### src/rtl/pipe_hazard_ctrl.sv
// rtl/pipe_hazard_ctrl.sv - hazard/stall scheduler for the 5-stage pipeline
//
// Optional feature macro: PIPE_HAZARD_CTRL_MDU_EN (MDU occupancy FSM + down-counter)
//
// Ports:
//   clk_i, rst_i          clock (rising edge), async active-high reset
//   id_rs_i, id_rt_i      source fields of the ID instruction
//   id_uses_rt_i          ID instruction reads rt
//   id_mdu_i              ID instruction is a mul/div op
//   ex_memread_i, ex_rt_i EX instruction is a load, and its destination
//   branch_taken_i        EX branch resolved taken
//   pc_write_o            PC write enable
//   if_id_write_o         IF/ID write enable
//   if_id_flush_o         IF/ID flush
//   id_ex_flush_o         ID/EX flush (bubble)
//   mdu_busy_o, state_o   FSM state (1 = MDU_BUSY)
//   stall_cnt_o           saturating count of cycles with pc_write_o=0
module pipe_hazard_ctrl #(
  parameter int MDU_LAT = 8,
  parameter int CNT_W   = 4
) (
  input  logic        clk_i,
  input  logic        rst_i,
  input  logic [4:0]  id_rs_i,
  input  logic [4:0]  id_rt_i,
  input  logic        id_uses_rt_i,
  input  logic        id_mdu_i,
  input  logic        ex_memread_i,
  input  logic [4:0]  ex_rt_i,
  input  logic        branch_taken_i,
  output logic        pc_write_o,
  output logic        if_id_write_o,
  output logic        if_id_flush_o,
  output logic        id_ex_flush_o,
  output logic        mdu_busy_o,
  output logic        state_o,
  output logic [15:0] stall_cnt_o
);

  // The entry cycle in RUN is the first stall, so BUSY holds for MDU_LAT-1.
  localparam logic [CNT_W-1:0] LAT_M1 = CNT_W'(MDU_LAT - 1);

  logic        lu;
  logic        stall;
  logic [15:0] stall_cnt_q;

  assign lu = ex_memread_i && (ex_rt_i != 5'd0) &&
              ((ex_rt_i == id_rs_i) || (id_uses_rt_i && (ex_rt_i == id_rt_i)));

`ifdef PIPE_HAZARD_CTRL_MDU_EN
  typedef enum logic {RUN = 1'b0, MDU_BUSY = 1'b1} state_t;

  state_t           state_q;
  logic [CNT_W-1:0] cnt_q;

  always_ff @(posedge clk_i or posedge rst_i) begin
    if (rst_i) begin
      state_q <= RUN;
      cnt_q   <= '0;
    end else if (branch_taken_i) begin
      // A taken branch squashes the MDU op still sitting in ID.
      state_q <= RUN;
      cnt_q   <= '0;
    end else begin
      case (state_q)
        MDU_BUSY: begin
          if (cnt_q != '0) cnt_q   <= cnt_q - 1'b1;
          else             state_q <= RUN;  // release cycle, id_mdu_i not re-sampled
        end
        default: begin
          // A load-use stall takes precedence; MDU entry retries next cycle.
          if (!lu && id_mdu_i) begin
            state_q <= MDU_BUSY;
            cnt_q   <= LAT_M1;
          end
        end
      endcase
    end
  end

  assign mdu_busy_o = (state_q == MDU_BUSY);
  assign state_o    = (state_q == MDU_BUSY);

  always_comb begin
    stall = 1'b0;
    if (!branch_taken_i) begin
      // In MDU_BUSY EX holds a bubble, so LU cannot be true there.
      if (state_q == MDU_BUSY) stall = (cnt_q != '0);
      else                     stall = lu | id_mdu_i;
    end
  end
`else
  logic unused_mdu;
  assign unused_mdu = id_mdu_i ^ (^LAT_M1);

  assign mdu_busy_o = 1'b0;
  assign state_o    = 1'b0;

  always_comb begin
    stall = 1'b0;
    if (!branch_taken_i) stall = lu;
  end
`endif

  assign pc_write_o    = ~stall;
  assign if_id_write_o = ~stall;
  assign if_id_flush_o = branch_taken_i;
  assign id_ex_flush_o = stall | branch_taken_i;

  always_ff @(posedge clk_i or posedge rst_i) begin
    if (rst_i) begin
      stall_cnt_q <= 16'd0;
    end else if (stall && (stall_cnt_q != 16'hFFFF)) begin
      stall_cnt_q <= stall_cnt_q + 16'd1;
    end
  end

  assign stall_cnt_o = stall_cnt_q;

endmodule

### config.mk
export PLATFORM = sky130hd
export DESIGN_NAME = pipe_hazard_ctrl
export DESIGN_NICKNAME = d
export VERILOG_FILES = /design/src/rtl/pipe_hazard_ctrl.sv
export SDC_FILE = /design/constraint.sdc
export NUM_CORES = 1
export LEC_CHECK = 0
export ABC_CLOCK_PERIOD_IN_PS = 1700
export CORE_AREA = 10 10 64 66
export CTS_BUF_LIST = sky130_fd_sc_hd__clkbuf_16
export DETAILED_ROUTE_END_ITERATION = 8
export DIE_AREA = 0 0 74 76
export PLACE_DENSITY = 0.75
export SLEW_MARGIN = 20
export SYNTH_ARGS = -nofsm -noshare
export SYNTH_HDL_FRONTEND = slang
export SYNTH_SLANG_ARGS = --single-unit
### constraint.sdc
create_clock -name clk_i -period 1.7 [get_ports clk_i]
set_input_delay 0.255 -clock clk_i [delete_from_list [all_inputs] [get_ports clk_i]]
set_output_delay 0.255 -clock clk_i [all_outputs]
set_load 0.05 [all_outputs]
==> implementation parameters <==
Parameter                              Value

Clock tree
  Number of buffers created by CTS ... 3
  Number of H-tree levels ... 1
  Clock tree from TritonCTS ... done
  Number of sinks driven by the clock tree ... 16
  Clock slew seen by the registers of the worst setup and hold paths ... 0.05 ns
  Library cell used as clock root buffer ... sky130_fd_sc_hd__clkbuf_16
  Latest clock arrival within the worst-skew pair ... 0.24 ns
  Clock Path Buffers ... 2

Detailed routing
  Routed via count divided by cell count ... 5.11
  Post-DR wirelength/cell ... 15.8 um
  1st-pass router iterations ... 4
  Total wirelength of the detailed-routed design ... 3.09 mm
  Post-route ant nets ... 0
  Total DRC errors in the routed layout ... 0
  Overall via count from detail_route ... 1001
  Iteration-0 DRC Markers ... 36

Die
  Horiz. Die Dim ... 74 um
  Core area ... 0.00293 sq mm
  Die height ... 76 um
  Row cnt ... 20
  Initial core utilization ... 35.9%
  I/O pin total ... 43
  Die Footprint ... 0.00562 sq mm

Critical path
  Origin of the worst setup path ... ex_rt_i[1]
  Worst-path fanout max ... 4
  Critical path endpoint category ... output port
  Kind of start point of the critical path ... input port
  Start of the worst register-to-register path ... stall_cnt_o[12]
  Worst Reg-to-Reg Cells ... 5
  Slowest cell on the critical path ... sky130_fd_sc_hd__or4_4
  Data arrival at the endpoint of the critical path ... 1.48 ns
  Worst path required time ... 1.44 ns
  Series of cell instances along the critical path ... buf_6, or4_4, o21ai_4, inv_1, a21o_1, buf_12
  Critical setup path kind ... input port to output port
  Stage delay of the slowest cell on the critical path ... 0.54 ns

Placed design
  Port bufs ... 39
  Post-Place Cells ... 186
  Placement Cell Area ... 0.00160 sq mm
  Routability congestion estimate from global placement ... 0.787
  DP Worst Slack ... -0.403 ns
  HPWL reported at the end of detailed placement ... 2.51 mm

Timing
  Count of final setup violators ... 1
  Clock period minus final worst setup slack ... 1.73 ns
  Final count of pins violating max slew ... 0
  Clock Skews ... 0.00541 ns
  Worst slew pin tran ... 0.637 ns
  Relative slew margins ... 57.5%
  Final hold viol count ... 0
  Final critical-path share of the clock period ... 102%
  Fmax achieved ... 576 MHz
  RSZ-0062 raised after global routing ... yes
  Minimum setup slack in the final design ... -0.0350 ns
  Hold slack ... 0.398 ns

Yosys
  Number of synthesis warnings ... 0
  Part of the Yosys area used for sequential elements ... 38.1%
  Post-synth design cell area ... 0.00105 sq mm
  Mean instance size in the synthesized netlist ... 9.92 sq um
  Netlist cell types ... 28
  Synthesis-stage register bit count ... 16
  Number of standard cells after synthesis ... 106

Finish
  Signed area change from the synthesized netlist to the final layout ... 65.2%
  Fraction of layout instances using a drive strength above 1 ... 46.0%
  Count of antenna diodes in the layout ... 0
  Number of flip-flops under the largest register name ... 16
  Count of nets after finishing ... 187
  Final design instance area without fill ... 0.00174 sq mm
  Count of placed standard cells in the final layout, fillers left out ... 196
  Filler cell count in the final layout ... 240
  Post-layout utilization of the core ... 59.3%

Global routing
  Number of antenna violations at the first check in global routing ... 0
  Global-route wire length before repair ... 5.21 mm
  Vias in the first global route ... 1119
  Grt total ovfl ... 0
  Maximum number of pins on one net before global-route repair ... 17
  Total routing resource utilization after global routing ... 11.3%

Power
  Pwr per Cell Area ... 717 mW/mm^2
  Maximum vdd ir drop ... 0.638 mV
  Leakage power ... 0.761 nW

Run status
  Violated checks ... setup timing
  Outcome ... complete, but fails checks

Min path
  Class of the tightest hold or removal check ... input port to async pin

Flow run
  Max capacitance violation total ... 0
[kinds of logic after synthesis]
kind of cell | count (synthesis) | synth area share, %
flip-flops | 16 | 38.1
multiplexers | 1 | 1.43
other | 1 | 0.357
buffers and inverters | 8 | 5.12
AO/OA/AOI/OAI | 4 | 4.29
AND/OR/NAND/NOR | 50 | 28.7
XOR/XNOR | 25 | 20.8
adder cells (fa/ha/maj) | 1 | 1.19
[repair_timing]
| action | CTS | global route |
|---|---|---|
| hold buffers | 0 | 0 |
| resized for setup | 28 | 6 |
| buffers inserted | 4 | 3 |
| setup endpoints to repair | 19 | 8 |
| endpoints found under the hold margin | 0 | 0 |
| pin swaps | 18 | 9 |
[cells in the final DEF (no fill, tap or decap), drive strengths merged, types with 3 or more instances in the layout]
cell type,synthesis,layout
and4,3,3
buf,6,44
clkbuf,0,3
clkdlybuf4s50,0,4
dfrtp,16,16
dlygate4sd2,0,9
nand2,6,6
nand3,13,13
nand4,8,8
nor2,7,7
nor3,3,3
xnor2,25,25
[cells in the mapped netlist]
cell	instances	share of area, %
sky130_fd_sc_hd__a21o_1	1	0.71
sky130_fd_sc_hd__nor4_1	2	1.2
sky130_fd_sc_hd__nor2_2	1	0.60
sky130_fd_sc_hd__buf_2	1	0.48
sky130_fd_sc_hd__nor2_1	6	2.1
sky130_fd_sc_hd__ha_1	1	1.2
sky130_fd_sc_hd__nand3b_4	1	1.9
sky130_fd_sc_hd__nor3_1	3	1.4
sky130_fd_sc_hd__buf_6	1	1.1
sky130_fd_sc_hd__nand4_1	8	4.8
sky130_fd_sc_hd__buf_4	4	2.9
sky130_fd_sc_hd__inv_1	2	0.71
sky130_fd_sc_hd__nand3_1	13	6.2
sky130_fd_sc_hd__nand3b_1	1	0.71
sky130_fd_sc_hd__o2111ai_1	1	0.83
sky130_fd_sc_hd__nor2b_1	1	0.60
sky130_fd_sc_hd__nand4b_1	2	1.7
sky130_fd_sc_hd__xnor2_1	25	21
sky130_fd_sc_hd__dfrtp_1	16	38
sky130_fd_sc_hd__o22ai_2	1	1.2
sky130_fd_sc_hd__mux2_4	1	1.4
sky130_fd_sc_hd__nor4b_1	1	0.83
sky130_fd_sc_hd__or4_4	1	1.1
sky130_fd_sc_hd__conb_1	1	0.36
sky130_fd_sc_hd__nand2_1	6	2.1
sky130_fd_sc_hd__nor4bb_1	1	0.95
sky130_fd_sc_hd__and4_1	3	2.5
sky130_fd_sc_hd__o21ai_4	1	1.5
[metal layers]
metal / part of all wire (%) / global-route usage (%) / routed length (um) / vias up
li1: - / - / - / 487
met1: 39 / 12.1 / 1200 / 480
met2: 52 / 19.3 / 1620 / 30
met3: 6.8 / 2.73 / 211 / 4
met4: 2.0 / 6.53 / 61 / 0
met5: 0 / 0 / 0 / -
[final timing paths]
kind | endpoint | slack (ns)
worst max-delay path | id_ex_flush_o | -0.03
worst min register to register | stall_cnt_o[15] | 0.49
max in group asynchronous | stall_cnt_o[1] | 0.85
worst min-delay path | stall_cnt_o[5] | 0.40
min in group clk_i | stall_cnt_o[15] | 0.49
worst max register to register | stall_cnt_o[1] | 0.06
[through the flow]
stage                     power (mW)  setup TNS (ns)
after floorplan                0.641         -0.0233
after global placement         0.784           -4.85
after detailed placement       0.796           -5.92
after CTS                       1.24         -0.0465
after global routing            1.29          -0.171
final                           1.24         -0.0350
[critical path, delay by kind of cell]
family | cells | cell delay, ns
AO/OA/AOI/OAI | 2 | 0.38
AND/OR/NAND/NOR | 1 | 0.54
buffers and inverters | 3 | 0.30
[power breakdown]
group          switching (mW)  internal [mW]
Combinational           0.194          0.158
Sequential             0.0322          0.408
Clock                   0.144          0.309
Total                   0.370          0.875
[final cells by class]
type	instances	area, sq um	area share (%)
Tap cell	33	41.3	2.38
Inverter	2	7.51	0.432
Multi-Input combinational cell	83	646	37.2
Clock buffer	3	75.1	4.32
Sequential cell	16	420	24.2
Timing Repair Buffer	59	547	31.5
(Power assumes the default switching activity.)
